[src/rtl/mem_port_arbiter.sv]
// mem_port_arbiter
// Shares one single-ported unified memory between the instruction-fetch stage
// and the MEM stage of a 5-stage MIPS pipeline. Only one memory transaction is
// in flight at a time. Completion comes from mem_ready. If mem_ready does not
// arrive within MAX_WAIT cycles, the transaction is aborted and the sticky
// bus_err flag is set.
//
// Ports
//   clk, rst_n                     clock (rising edge), async active-low reset
//   if_req/if_addr                 fetch request, held until if_ack
//   if_rdata/if_ack                fetched word and one-cycle completion pulse
//   dm_readmem/dm_writemem         data strobes, held until dm_ack
//   dm_addr/dm_wdata               data address and store data
//   dm_rdata/dm_ack                load data and one-cycle completion pulse
//   mem_req/mem_we/mem_addr/
//   mem_wdata                      memory-side request, stable until completion
//   mem_rdata/mem_ready            memory read data and completion strobe
//   stall_if/stall_mem             pipeline freeze requests (combinational)
//   bus_err                        sticky timeout flag
//
// Build option
//   MEM_ARB_RR_EN  defined: round-robin when both requesters are pending.
//                  undefined: the data port always wins.
module mem_port_arbiter #(
    parameter int unsigned ADDR_W   = 32,
    parameter int unsigned DATA_W   = 32,
    parameter int unsigned MAX_WAIT = 15
) (
    input  logic              clk,
    input  logic              rst_n,
    input  logic              if_req,
    input  logic [ADDR_W-1:0] if_addr,
    output logic [DATA_W-1:0] if_rdata,
    output logic              if_ack,
    input  logic              dm_readmem,
    input  logic              dm_writemem,
    input  logic [ADDR_W-1:0] dm_addr,
    input  logic [DATA_W-1:0] dm_wdata,
    output logic [DATA_W-1:0] dm_rdata,
    output logic              dm_ack,
    output logic              mem_req,
    output logic              mem_we,
    output logic [ADDR_W-1:0] mem_addr,
    output logic [DATA_W-1:0] mem_wdata,
    input  logic [DATA_W-1:0] mem_rdata,
    input  logic              mem_ready,
    output logic              stall_if,
    output logic              stall_mem,
    output logic              bus_err
);

    typedef enum logic [1:0] {
        IDLE    = 2'd0,
        GRANT_I = 2'd1,
        GRANT_D = 2'd2
    } state_t;

    // Wait-count value on which the next unready cycle aborts.
    localparam logic [7:0] WAIT_LAST = 8'(MAX_WAIT - 1);

    state_t            state_q, state_d;
    logic [7:0]        wait_q, wait_d;
    logic              mem_req_q, mem_req_d;
    logic              mem_we_q, mem_we_d;
    logic [ADDR_W-1:0] mem_addr_q, mem_addr_d;
    logic [DATA_W-1:0] mem_wdata_q, mem_wdata_d;
    logic              if_ack_q, if_ack_d;
    logic              dm_ack_q, dm_ack_d;
    logic [DATA_W-1:0] if_rdata_q, if_rdata_d;
    logic [DATA_W-1:0] dm_rdata_q, dm_rdata_d;
    logic              bus_err_q, bus_err_d;

    logic dm_pend;
    logic if_pend;
    logic pick_data;
    logic finish;

    // A requester whose ack is high this cycle is still holding its old
    // request and must not be granted again.
    assign dm_pend = (dm_readmem | dm_writemem) & ~dm_ack_q;
    assign if_pend = if_req & ~if_ack_q;

`ifdef MEM_ARB_RR_EN
    logic last_d_q, last_d_d;   // 1 = data port was served last
    assign pick_data = dm_pend & (~if_pend | ~last_d_q);
`else
    assign pick_data = dm_pend;
`endif

    // Normal completion or timeout abort.
    assign finish = mem_ready | (wait_q == WAIT_LAST);

    always_ff @(posedge clk or negedge rst_n) begin
        if (!rst_n) begin
            state_q     <= IDLE;
            wait_q      <= '0;
            mem_req_q   <= 1'b0;
            mem_we_q    <= 1'b0;
            mem_addr_q  <= '0;
            mem_wdata_q <= '0;
            if_ack_q    <= 1'b0;
            dm_ack_q    <= 1'b0;
            if_rdata_q  <= '0;
            dm_rdata_q  <= '0;
            bus_err_q   <= 1'b0;
`ifdef MEM_ARB_RR_EN
            last_d_q    <= 1'b0;
`endif
        end else begin
            state_q     <= state_d;
            wait_q      <= wait_d;
            mem_req_q   <= mem_req_d;
            mem_we_q    <= mem_we_d;
            mem_addr_q  <= mem_addr_d;
            mem_wdata_q <= mem_wdata_d;
            if_ack_q    <= if_ack_d;
            dm_ack_q    <= dm_ack_d;
            if_rdata_q  <= if_rdata_d;
            dm_rdata_q  <= dm_rdata_d;
            bus_err_q   <= bus_err_d;
`ifdef MEM_ARB_RR_EN
            last_d_q    <= last_d_d;
`endif
        end
    end

    always_comb begin
        state_d     = state_q;
        wait_d      = wait_q;
        mem_req_d   = mem_req_q;
        mem_we_d    = mem_we_q;
        mem_addr_d  = mem_addr_q;
        mem_wdata_d = mem_wdata_q;
        if_ack_d    = 1'b0;
        dm_ack_d    = 1'b0;
        if_rdata_d  = if_rdata_q;
        dm_rdata_d  = dm_rdata_q;
        bus_err_d   = bus_err_q;
`ifdef MEM_ARB_RR_EN
        last_d_d    = last_d_q;
`endif
        unique case (state_q)
            IDLE: begin
                // mem_ready is ignored here.
                if (pick_data) begin
                    state_d     = GRANT_D;
                    wait_d      = '0;
                    mem_req_d   = 1'b1;
                    mem_we_d    = dm_writemem;   // write wins over read
                    mem_addr_d  = dm_addr;
                    mem_wdata_d = dm_wdata;
`ifdef MEM_ARB_RR_EN
                    last_d_d    = 1'b1;
`endif
                end else if (if_pend) begin
                    state_d    = GRANT_I;
                    wait_d     = '0;
                    mem_req_d  = 1'b1;
                    mem_we_d   = 1'b0;
                    mem_addr_d = if_addr;
`ifdef MEM_ARB_RR_EN
                    last_d_d   = 1'b0;
`endif
                end
            end
            GRANT_I, GRANT_D: begin
                if (finish) begin
                    state_d   = IDLE;
                    mem_req_d = 1'b0;
                    if (!mem_ready) begin
                        bus_err_d = 1'b1;
                    end
                    if (state_q == GRANT_I) begin
                        if_ack_d   = 1'b1;
                        if_rdata_d = mem_ready ? mem_rdata : '0;
                    end else begin
                        dm_ack_d = 1'b1;
                        if (!mem_ready) begin
                            dm_rdata_d = '0;
                        end else if (!mem_we_q) begin
                            dm_rdata_d = mem_rdata;
                        end
                    end
                end else begin
                    wait_d = wait_q + 8'd1;
                end
            end
            default: begin
                state_d   = IDLE;
                mem_req_d = 1'b0;
            end
        endcase
    end

    assign mem_req   = mem_req_q;
    assign mem_we    = mem_we_q;
    assign mem_addr  = mem_addr_q;
    assign mem_wdata = mem_wdata_q;
    assign if_ack    = if_ack_q;
    assign dm_ack    = dm_ack_q;
    assign if_rdata  = if_rdata_q;
    assign dm_rdata  = dm_rdata_q;
    assign bus_err   = bus_err_q;
    assign stall_if  = if_pend;
    assign stall_mem = dm_pend;

endmodule

[config.mk]
export PLATFORM = sky130hd
export DESIGN_NAME = mem_port_arbiter
export DESIGN_NICKNAME = d
export VERILOG_FILES = /design/src/rtl/mem_port_arbiter.sv
export SDC_FILE = /design/constraint.sdc
export NUM_CORES = 1
export LEC_CHECK = 0
export BUFFER_PORTS_ARGS = -buffer_cell sky130_fd_sc_hd__buf_2
export CAP_MARGIN = 20
export CORE_MARGIN = 4
export CORE_UTILIZATION = 48
export DETAILED_ROUTE_END_ITERATION = 7
export MAX_ROUTING_LAYER = met4
export PLACE_DENSITY = 0.8
export RECOVER_POWER = 50
export SLEW_MARGIN = 30
export SYNTH_ARGS = -nofsm -noshare
export SYNTH_HDL_FRONTEND = slang
export SYNTH_SLANG_ARGS = --single-unit
[constraint.sdc]
create_clock -name clk -period 2.4 [get_ports clk]
set_input_delay 0.48 -clock clk [delete_from_list [all_inputs] [get_ports clk]]
set_output_delay 0.48 -clock clk [all_outputs]
set_load 0.02 [all_outputs]
==> metrics.txt <==
FILL cells=just under 1000; DIE AREA=between 0.01 and 0.015 mm²; vias in the first global route=~5000; sequential group share of total power=0.336; multi-input logic area=around 0.0025 mm²; Post-CTS Setup Inserts=0; Worst setup startpoint=state_q[1]$_DFFE_PN0P_; worst ir drop on vdd=a little over 1 mV; first drt pass iteration count=6; Synth async-reset ratio=1.00; CTS tree=done; GRT Residual Overflow=0; Netlist cell types=43; Cell Count, Final, Fillers Out=927; first-pass GRT wire length=between 20 and 25 mm; I/O pin count=~270; Synth Cell Area=approximately 0.0063 mm²; XOR/XNOR share of the synthesized area=0; Main synth FF type=dfrtp_1; via count=~4700; core area=0.0127 mm²; Sw Share=0.392; WL final=15.6 mm; Sequential Area=~0.0036 mm²; Reg2Reg Depth=7; worst slew pin tran=1030 ps; Synth Instances=~470; clock skew=~7.5 ps; post-route cell area=0.00834 mm²; fmax=~450 MHz; clock buffer count from CTS=17; Fin Hold WS=roughly 300 ps; Final Hold Fails=0; Max Buffers Root-to-Sink=2; Ys Warns=0; HPWL Detailed=approximately 12 mm; sequential share of the synthesized area=0.571; WP data arrival=~2500 ps; Placed Cells=893; Hold Crit Depth=2; Comb power frac=0.445; max-slew violations=0; Final #Nets=879; cell row count=41; switching power=4.94 mW; P per Cell Area=around 1500 mW/mm²; Worst-path clk slew=60 ps; Simple-Gate Fraction of Synth Area=0.0850; status=finished clean; gr usage total=0.214; Synth Area in Adders=0.00798; DRT iter0 DRCs=279; reg2reg start=state_q[1]$_DFFE_PN0P_; post-route ant nets=0; most frequent cells in the layout=buf_2 (202), dfrtp_1 (143), clkbuf_1 (68), mux2_2 (66), o21ai_0 (39); largest family of logic cells by synthesized area=multiplexers; Placed Instance Area=0.00781 mm²; Post-synth EDFFs=0; #FFs+latches synth=~140; hold path start=dm_wdata[27]; RSZ-0062 raised after global routing=no; max cap viols=0; port bufs=268; WS Path Type=reg2reg; layout cells sized above 1=0.463; maximum fanout along the worst path=22; critical path capture point type=register; Synthesized Nets=about 610; min cycle time layout=2210 ps; commonest non-fill, non-tap cell in the layout=buf_2; clock sink count=143; final period utilization=0.920; critical path launch point type=register; setup violators final=0; mux cell area share after synthesis=0.241; Compound-Gate Fraction of Synth Area=0.0649; Min-Delay Path Class=in2reg; pin count of the biggest net entering global routing=between 60 and 70; die height=approximately 120 µm; RePlAce Congestion=0.835; die span in x=~120 µm; Initial Utilization=0.493; Slew HR=0.314; root buffer cell=clkbuf_16; Critical Path RT=about 2700 ps; CTS H-tree depth=4; vias per cell=5.02; Layout area overhead=33.1%; DRC=0; Setup TNS Final=0 ps; Tot Pwr=around 13 mW; Int Pwr=~7.7 mW; Mean Syn Cell Area=approximately 13 µm²; leakage power figure=~4.3 nW; Clock Power Share=0.219; Routed WL per cell=~17 µm; Clock Latency Late Sink=~410 ps; initial antenna violation count=1
[layout make-up]
type	instances	share of cell area
Clock inverter	10	0.0192
Timing Repair Buffer	281	0.165
Tap cell	172	0.0258
Clock buffer	22	0.0556
Antenna cell	1	0.000300
Inverter	6	0.00330
Multi-Input combinational cell	292	0.301
Sequential cell	143	0.429
[cell usage after synthesis (3+ instances only)]
| master | count | share of area |
|---|---|---|
| nand2b_1 | 4 | 0.0040 |
| nand3_1 | 3 | 0.0024 |
| buf_6 | 5 | 0.0090 |
| nand2_1 | 38 | 0.023 |
| buf_2 | 11 | 0.0088 |
| and2_1 | 34 | 0.034 |
| mux2_2 | 66 | 0.12 |
| nor2_1 | 4 | 0.0024 |
| o31ai_1 | 6 | 0.0072 |
| clkbuf_1 | 6 | 0.0036 |
| nor2b_1 | 4 | 0.0040 |
| ha_1 | 4 | 0.0080 |
| buf_4 | 3 | 0.0036 |
| inv_1 | 5 | 0.0030 |
| dfrtp_1 | 143 | 0.57 |
| mux2_4 | 30 | 0.072 |
| mux2i_1 | 32 | 0.051 |
| o21ai_0 | 38 | 0.030 |
[path summary, 6_finish.rpt]
kind | slack [ps] | endpoint
worst max-delay path | 190 | if_rdata[29]$_DFFE_PN0P_
worst min-delay path | 300 | mem_wdata[27]$_DFFE_PN0P_
worst max register to register | 190 | if_rdata[29]$_DFFE_PN0P_
worst min register to register | 480 | mem_addr[3]$_DFFE_PN0P_
max in group asynchronous | 370 | mem_addr[20]$_DFFE_PN0P_
min in group asynchronous | 790 | dm_rdata[26]$_DFFE_PN0P_
[per-stage QoR]
| step | utilization | setup slack (ps) |
|---|---|---|
| after floorplan | - | 517 |
| after global placement | 0.614 | 281 |
| after detailed placement | 0.614 | 207 |
| after CTS | 0.664 | 190 |
| after global routing | 0.656 | 58.0 |
| final | 0.656 | 193 |
[power groups by stage]
| stage | clock, mW | combinational, mW | sequential, mW |
|---|---|---|---|
| finish | 2.75 | 5.61 | 4.24 |
| global route | 2.94 | 6.05 | 4.37 |
| detailed placement | 0 | 5.84 | 4.21 |
| CTS | 2.82 | 5.86 | 4.21 |
| floorplan | 0 | 2.56 | 5.58 |
| global placement | 0 | 5.66 | 4.17 |
[state kept, by name (all words and copies together) (netlist names)]
register   flops
mem_we         1
if_ack         1
dm_ack         1
dm_rdata      32
mem_wdata     32
bus_err        1
state_q        2
if_rdata      32
mem_addr      32
wait_q         8
mem_req        1
[cell families after synthesis]
family,count (synthesis)
DFF,143
muxes,128
and+or+nand+nor,97
AOI/OAI and AO/OA,63
buffers and inverters,32
adders and majority gates,4
[per-layer routing]
layer / GRT usage / share of wire / wire length (µm) / vias up
met5: - / 0 / 0 / -
met4: 0.0777 / 0.017 / 270 / 0
met3: 0.0645 / 0.087 / 1370 / 21
met2: 0.364 / 0.50 / 7820 / 203
met1: 0.239 / 0.39 / 6160 / 2242
li1: - / - / - / 2187
[worst max-delay path, stage by stage (launching register included)]
cell and delay (ps):
dfrtp_1 370, inv_1 110, ha_1 250, buf_4 190
a22o_1 360, nand2_2 120, buf_4 290, mux2_2 390
[timing repair]
item / 4_1_cts / 5_1_grt
resized for setup: 0 / 0
endpoints found under the hold margin: 37 / 0
hold buffers: 1 / 0
No activity file was read; power rests on OpenSTA's default activity.
